## config.mk

```make
export PLATFORM = sky130hd
export DESIGN_NAME = rr_arbiter_4_flat
export DESIGN_NICKNAME = d
export VERILOG_FILES = /design/src/rtl/arb_pkg.sv /design/src/rtl/rr_arbiter_4_if.sv /design/src/rtl/rr_arbiter_4_pick4.sv /design/src/rtl/rr_arbiter_4.sv /design/src/flat_wrapper.sv
export SDC_FILE = /design/constraint.sdc
export NUM_CORES = 1
export LEC_CHECK = 0
export BUFFER_PORTS_ARGS = -buffer_cell sky130_fd_sc_hd__buf_4
export CORE_AREA = 5 5 48 50
export CTS_CLUSTER_SIZE = 24
export DETAILED_ROUTE_END_ITERATION = 8
export DIE_AREA = 0 0 53 55
export PLACE_DENSITY = 0.8
export REMOVE_ABC_BUFFERS = 1
export SLEW_MARGIN = 20
export SYNTH_ARGS = -nofsm -noshare
export SYNTH_HDL_FRONTEND = slang
export SYNTH_HIERARCHICAL = 1
export SYNTH_SLANG_ARGS = --single-unit
```

## constraint.sdc

```tcl
create_clock -name clk -period 5.8 [get_ports clk]
set_input_delay 0.87 -clock clk [delete_from_list [all_inputs] [get_ports clk]]
set_output_delay 0.87 -clock clk [all_outputs]
set_load 0.02 [all_outputs]
```

## src/rtl/arb_pkg.sv

```systemverilog
// Shared types and constants for the four-requester round-robin arbiter.
package arb_pkg;

    localparam int NUM_REQ          = 4;
    localparam int ID_W             = 2;
    localparam int DEFAULT_MAX_HOLD = 8;

    typedef enum logic {
        IDLE  = 1'b0,
        GRANT = 1'b1
    } arb_state_e;

    typedef logic [NUM_REQ-1:0] req_vec_t;
    typedef logic [ID_W-1:0]    req_id_t;

    function automatic req_vec_t id_to_onehot(input req_id_t id);
        return req_vec_t'(1) << id;
    endfunction

endpackage

```

## src/rtl/rr_arbiter_4_if.sv

```systemverilog
// Request/grant bundle between the requesting units and the arbiter.
interface rr_arbiter_4_if;
    import arb_pkg::*;

    req_vec_t req;
    req_vec_t gnt;
    req_id_t  gnt_id;
    logic     gnt_valid;
    logic     preempt;

    modport master (output req, input gnt, gnt_id, gnt_valid, preempt);
    modport slave  (input req, output gnt, gnt_id, gnt_valid, preempt);

endinterface

```

## src/rtl/rr_arbiter_4_pick4.sv

```systemverilog
// Combinational round-robin selector: first set request at or after ptr, mod 4.
module rr_pick4
    import arb_pkg::*;
(
    input  req_vec_t req,
    input  req_id_t  ptr,
    output logic     any,
    output req_id_t  pick_id
);

    logic [2*NUM_REQ-1:0] req_dbl;
    req_vec_t             rot;
    req_id_t              enc;

    // NOTE: combinational blocks use blocking assignments and give every output a
    // default first, so later statements see updated values and no latch is inferred.
    always_comb begin
        req_dbl = {req, req};
        rot     = req_dbl[ptr +: NUM_REQ];
        enc     = '0;
        // Scanning downward leaves the lowest set index in enc.
        for (int i = NUM_REQ - 1; i >= 0; i--) begin
            if (rot[i]) enc = req_id_t'(i);
        end
        any     = |req;
        pick_id = enc + ptr;
    end

endmodule

```

## src/rtl/rr_arbiter_4.sv

```systemverilog
// Four-requester round-robin arbiter with registered one-hot/encoded grant
// and a hold limit that forces release while others are waiting.
module rr_arbiter_4
    import arb_pkg::*;
#(
    parameter int MAX_HOLD = DEFAULT_MAX_HOLD
) (
    input  logic           clk,
    input  logic           rst,
    rr_arbiter_4_if.slave  bus
);

    localparam int                HCNT_W    = $clog2(MAX_HOLD + 1);
    localparam logic [HCNT_W-1:0] HOLD_LAST = HCNT_W'(MAX_HOLD - 1);

    arb_state_e        state_q, state_d;
    req_id_t           ptr_q, ptr_d;
    req_id_t           owner_q, owner_d;
    req_vec_t          gnt_q, gnt_d;
    logic [HCNT_W-1:0] hcnt_q, hcnt_d;
    logic              preempt_q, preempt_d;

    logic    pick_any;
    req_id_t pick_id;
    logic    owner_req;
    logic    others_req;

    rr_pick4 u_pick (
        .req     (bus.req),
        .ptr     (ptr_q),
        .any     (pick_any),
        .pick_id (pick_id)
    );

    // gnt_q is one-hot on the owner while granted, so it doubles as the owner mask.
    assign owner_req  = |(bus.req & gnt_q);
    assign others_req = |(bus.req & ~gnt_q);

    always_comb begin
        state_d   = state_q;
        ptr_d     = ptr_q;
        owner_d   = owner_q;
        gnt_d     = gnt_q;
        hcnt_d    = hcnt_q;
        preempt_d = 1'b0;

        case (state_q)
            IDLE: begin
                if (pick_any) begin
                    state_d = GRANT;
                    owner_d = pick_id;
                    gnt_d   = id_to_onehot(pick_id);
                    ptr_d   = pick_id + req_id_t'(1);
                    hcnt_d  = '0;
                end
            end

            GRANT: begin
                if (!owner_req || (hcnt_q == HOLD_LAST && others_req)) begin
                    state_d   = IDLE;
                    owner_d   = '0;
                    gnt_d     = '0;
                    hcnt_d    = '0;
                    preempt_d = owner_req;
                end else if (hcnt_q == HOLD_LAST) begin
                    // Nobody else is waiting: renew the hold window instead of releasing.
                    hcnt_d = '0;
                end else begin
                    hcnt_d = hcnt_q + HCNT_W'(1);
                end
            end

            default: state_d = IDLE;
        endcase
    end

    // NOTE: sequential state uses non-blocking assignments so every register
    // samples pre-edge values, independent of statement order.
    always_ff @(posedge clk or posedge rst) begin
        if (rst) begin
            state_q   <= IDLE;
            ptr_q     <= '0;
            owner_q   <= '0;
            gnt_q     <= '0;
            hcnt_q    <= '0;
            preempt_q <= 1'b0;
        end else begin
            state_q   <= state_d;
            ptr_q     <= ptr_d;
            owner_q   <= owner_d;
            gnt_q     <= gnt_d;
            hcnt_q    <= hcnt_d;
            preempt_q <= preempt_d;
        end
    end

    assign bus.gnt       = gnt_q;
    assign bus.gnt_id    = owner_q;
    assign bus.gnt_valid = (state_q == GRANT);
    assign bus.preempt   = preempt_q;

endmodule
```

## src/flat_wrapper.sv

```systemverilog
// flat-port wrapper written by rule: the top's interface ports become plain ports
module rr_arbiter_4_flat import arb_pkg::*;
#(
    parameter int MAX_HOLD = DEFAULT_MAX_HOLD
)
  (clk, rst, bus_req, bus_gnt, bus_gnt_id, bus_gnt_valid, bus_preempt);
  rr_arbiter_4_if bus_i ();
  input  logic clk;
  input  logic rst;
  input wire logic [$bits(bus_i.req)-1:0] bus_req;
  output wire logic [$bits(bus_i.gnt)-1:0] bus_gnt;
  output wire logic [$bits(bus_i.gnt_id)-1:0] bus_gnt_id;
  output wire logic [$bits(bus_i.gnt_valid)-1:0] bus_gnt_valid;
  output wire logic [$bits(bus_i.preempt)-1:0] bus_preempt;
  assign bus_i.req = bus_req;
  assign bus_gnt = bus_i.gnt;
  assign bus_gnt_id = bus_i.gnt_id;
  assign bus_gnt_valid = bus_i.gnt_valid;
  assign bus_preempt = bus_i.preempt;
  rr_arbiter_4 #(.MAX_HOLD(MAX_HOLD)) u_core (.clk(clk), .rst(rst), .bus(bus_i));
endmodule
```

=== Word level (Yosys, flattened, before mapping) ===
Cells that the tools add are included.
Widths: inputs -> output; s select.

* Bits in registers: 14
* Logic and storage cells: 45

* $add $sub $neg: 3
* Eq/ne operators: 3
* Shifts and indexed selects: 2
* Muxes and demuxes: 19
* Bitwise operators: 4
* Reductions and logical operators: 8

{| class="wikitable"
|+ Operators by type and width
! kind !! number
|-
| $mux 4 || 5
|-
| $pmux 4 s2 || 2
|-
| $mux 2 || 6
|-
| $reduce_or 4->1 || 3
|-
| $and 4x4->4 || 2
|-
| $shiftx 8x3->4 || 1
|-
| $add 4x1->4 const B || 1
|-
| $eq 4x3->1 const B || 1
|-
| $mux 1 || 4
|-
| $not 4->4 || 1
|-
| $pmux 2 s2 || 1
|-
| $reduce_and 2->1 || 2
|-
| $shl 1x2->4 const A || 1
|-
| $add 2x1->2 const B || 1
|-
| $add 2x2->2 || 1
|-
| $ne 2x1->1 const B || 1
|-
| $ne 2x2->1 const B || 1
|-
| $pmux 1 s2 || 1
|-
| $logic_and 1x1->1 || 1
|-
| $logic_not 1->1 || 1
|-
| $logic_or 1x1->1 || 1
|-
| $not 1->1 || 1
|}

=== Depth between registers and ports, before layout ===
* Depth in word-level cells: 9
* Gate-level depth with buffers: 11
* Mapped depth without buffers: 11

=== Modules after synthesis ===
Netlist, hierarchy kept.

{| class="wikitable"
|+ Modules (own cells, without submodules)
! module !! instances !! cells an instance !! area an instance (um^2)
|-
| rr_arbiter_4 || 1 || 76 || 803.3
|-
| rr_pick4 || 1 || 22 || 161.4
|}

=== Worst setup path before layout ===
Ideal clock, no wire load.

* Kind: input port to flip-flop
* From: in bus_req[3]
* To: reg u_core.ptr_q[1]
* Setup time: 125 ps
* Arrival time: 2,500 ps
* Required time: 5,675 ps
* Setup slack: 3,175 ps
* Stages: 10
* Path buffers: 0
* Cell sequence: nor2b_1 -> a21oi_1 -> o22ai_1 -> o21a_1 -> ha_1 -> xnor2_1 -> xnor2_1 -> inv_1 -> ha_1 -> mux2_2

* Word-level cells in the longest chain between the ends: 7

{| class="wikitable"
|+ RTL lines
! item !! RTL line !! RTL
|-
| start: declaration || flat_wrapper.sv:10 || <nowiki>input wire logic [$bits(bus_i.req)-1:0] bus_req;</nowiki>
|-
| $shiftx 8x3->4 * || rr_arbiter_4_pick4.sv:19 || <nowiki>rot = req_dbl[ptr +: NUM_REQ];</nowiki>
|-
| $mux 2 (3 in a row) || rr_arbiter_4_pick4.sv:23 || <nowiki>if (rot[i]) enc = req_id_t'(i);</nowiki>
|-
| $mux 2 * || rr_arbiter_4_pick4.sv:23 ||
|-
| $add 2x2->2 * || rr_arbiter_4_pick4.sv:26 || <nowiki>pick_id = enc + ptr;</nowiki>
|-
| via u_core.pick_id[1] || rr_arbiter_4.sv:24 || <nowiki>req_id_t pick_id;</nowiki>
|-
| $add 2x1->2 * || rr_arbiter_4.sv:53 || <nowiki>ptr_d = pick_id + req_id_t'(1);</nowiki>
|-
| end signal: assignment || rr_arbiter_4.sv:89 || <nowiki>ptr_q <= ptr_d;</nowiki>
|-
| end: declaration || rr_arbiter_4.sv:17 || <nowiki>req_id_t ptr_q, ptr_d;</nowiki>
|}

Mark *: on every way through the listed nets, which the timed path passes. The rest lies on a longest branch.
A chain may end at the register's enable or synchronous reset.

=== Worst setup path in the final report ===
* From: in bus_req[0]
* To: reg u_core.ptr_q[1]

The elaborated chain is that of the path after synthesis.

==> flow_summary.ini <==
[status]
status = completed

[critical_path]
rrSetupSlack_ns = 3.36
worstPathArrival_ns = 2.87
critPathKind = primary input to flip-flop
worstReg2RegEnd = u_core/ptr_q[1]
start_kind = primary input
path_max_fanout = 6
cp.required_ns = 5.96
reg2regPathDepth = 10
r2r-start = u_core/ptr_q[1]
crit_chain = buf_4 > inv_1 > a2bb2oi_1 > o211ai_1 > o21a_1 > ha_1 > xnor2_1 > xnor2_1 > inv_1 > ha_1 > mux2_2
slowest_stage = xnor2_1
worstSetupEndpointType = flip-flop
cpPeakStageDelay_ns = 0.33

[drt]
ant_nets = 0
viasPerCell = 5.56
vias = 779
drt-pass1-iter-count = 4
wirelength_microns = 1930
drt_iter0_markers = 17
drcViolationCount = 0
wl_per_cell_microns = 13.8

[finish]
fill_cells = 175
drive_gt1_frac = 0.221
diodes = 0
nets = 126
final_area_sq_um = 1120
syn_to_final_growth_pct = 15.7

[floorplanning]
die_x_microns = 53
floorplan.initialDensity = 0.518
die_area_sq_um = 2920
die_h_microns = 55
ios = 14
rows = 16
core_area_sq_um = 1860

[synth]
synth_top_family_by_area = compound AO/OA/AOI/OAI gates
synth_fa_ha_area_frac = 0.0778
yosysWarningCount = 6
synth.top_cells.by_area = dfrtp_1 36%, ha_1 7.8%, inv_1 5.1%
synth_seq_cells = 14
synth_mux_area_frac = 0.0545
ys_types = 35
avgSynthCellArea_sq_um = 9.84
synth_xor_area_frac = 0.0182
synth_compound_area_frac = 0.267
yosysSeqAreaShare = 0.363
synth_top_area_frac = 0.363
synth_top_area_cell = dfrtp_1
synthCells = 98
synthSimpleGateAreaFrac = 0.152
synth_area_sq_um = 965

[timing]
drv_slew = 0
whs_ns = 0.539
skew_ns = 0.00266
finalSetupTns_ns = 0
finalCritPeriodShare = 0.467
rsz0062_at_grt = false
slew_headroom = 0.623
setup_violations = 0
timing.fmax_mhz = 369
hold_viol_final = 0
worstMarginPinSlew_ns = 0.564
min_period_ns = 2.71

[global_route]
grt_pass1_vias = 795
antenna_found_initial = 0
grtUsageTotal = 0.164
grt_overflow = 0
grt_max_degree = 15
grt_pass1_wl_microns = 3470

[clock_network]
clock-sinks = 14
cts_root_buf = clkbuf_4
cts_made_buffers = 3
clk_path_buf_depth = 2
htreeDepth = 1
cts_tree = yes
hold_buffers = 0
clk_pin_slew_worst_paths_ns = 0.08
post-cts-setup-buffers = 0
post_cts_resized = 0
worstSkewPairLatency_ns = 0.27

[hold_path]
min_to = u_core/bus.gnt_id[0]
hold_path.class = flip-flop to flip-flop
hold_path_depth = 2
hp-start = u_core/bus.gnt_id[0]

[place]
placed_area_sq_um = 1080
hpwl_microns = 1430
routabilityCongestion = 0.760
io_buffers = 13

[pwr]
combPwrFrac = 0.542
p_sw_uw = 219
p_int_uw = 294
p_clk_frac = 0.132
power_leakage_uw = 0.000499
seq_power_share = 0.326
ir_drop_v = 0.000305
power_density_nw_per_um2 = 460
switching_share = 0.427

[run]
cap_violations = 0
[worst max-delay path by stage]
stage / slack, ns / from / endpoint
finish: 3.09 / bus_req[0] / u_core/ptr_q[1]
global route: 2.95 / bus_req[0] / u_core/ptr_q[1]
CTS: 3.11 / bus_req[0] / u_core/ptr_q[1]
detailed placement: 2.85 / bus_req[0] / u_core/ptr_q[1]
global placement: 2.94 / bus_req[3] / u_core/ptr_q[1]
floorplan: 3.17 / bus_req[3] / u_core/ptr_q[1]
[final cells by class]
class / instances / area [sq um] / share of cell area
repair buffers: 13 / 97.6 / 0.0874
well taps: 27 / 33.8 / 0.0303
flip-flops and latches: 14 / 350 / 0.314
clock buffers: 4 / 36.3 / 0.0325
multi-input cells: 69 / 549 / 0.492
inverters: 13 / 48.8 / 0.0437
[kinds of logic (layout without fill, tap and decap cells)]
kind of cell / after synthesis / in the layout
compound gates: 29 / 29
simple gates: 27 / 27
buf+inv: 15 / 30
flops: 14 / 14
fa+ha+maj: 6 / 6
mux: 5 / 5
xor+xnor: 2 / 2
[sequential cells by signal, indices dropped and copies added, names as in the netlist]
name	flops
u_core/bus.gnt_valid	1
u_core/hcnt_q	4
u_core/bus.gnt	4
u_core/ptr_q	2
u_core/bus.gnt_id	2
u_core/bus.preempt	1
[placed cells by master, fill, tap and decap left out, drive strengths merged]
master   instances
buf             13
nor2b            4
nand2b           4
o21ai            2
ha               6
dfrtp           14
and2b            1
and4b            1
or4              1
o311ai           1
nor2             3
o211ai           4
o2111ai          2
o22ai            1
inv             13
o21a             1
mux2i            3
o32ai            2
a21oi            2
o21bai           1
clkbuf           4
nand3b           1
xnor2            2
a2bb2oi          1
nand3            2
a22o             2
a41oi            1
nand2            9
mux2             2
a22oi            4
or2b             1
o31ai            5
[power groups by stage]
stage | clock, uW | combinational (uW) | sequential [uW]
3_3_place_gp | 0 | 269 | 166
5_1_grt | 76.0 | 315 | 174
6_report | 67.8 | 279 | 167
3_5_place_dp | 0 | 277 | 168
2_1_floorplan | 0 | 190 | 178
4_1_cts | 70.6 | 283 | 167
[through the flow]
step                worst slack, ns  cells  utilization  total power [uW]
finish                         3.09    140        0.599               514
global placement               2.94    136        0.580               436
floorplan                      3.17     96            -               368
CTS                            3.11    140        0.599               521
detailed placement             2.85    136        0.580               445
global route                   2.95    140        0.599               565
[critical path: cells and delay by family]
| kind | cells | cell delay, ns |
|---|---|---|
| adders and majority gates | 2 | 0.47 |
| xor gates and xnor gates | 2 | 0.46 |
| AOI/OAI and AO/OA | 3 | 0.42 |
| buffers and inverters | 3 | 0.36 |
| muxes | 1 | 0.27 |
[metal layers]
metal	part of all wire	routed length (microns)	vias to the layer above	global-route usage
li1	-	-	384	-
met2	0.48	928	15	0.283
met4	0.014	27	0	0.0809
met5	0	0	-	0
met1	0.47	906	376	0.200
met3	0.034	66	4	0.0268
[cells in the mapped netlist]
cell       instances
and2b_1            1
xnor2_1            2
o211ai_1           4
buf_2              1
a22oi_1            4
nor2b_1            4
nand2_1            9
buf_6              1
nand3_1            2
o31ai_1            5
a22o_2             2
nand2b_1           4
o32ai_2            1
o311ai_2           1
a41oi_4            1
o32ai_1            1
o2111ai_1          2
dfrtp_1           14
a21oi_1            2
o21bai_1           1
mux2_2             1
nand3b_1           1
or4_1              1
inv_1             13
mux2i_1            3
o22ai_1            1
o21ai_2            1
a2bb2oi_1          1
and4b_2            1
o21a_1             1
o21ai_0            1
or2b_1             1
mux2_1             1
nor2_1             3
ha_1               6
(Power assumes the default switching activity.)
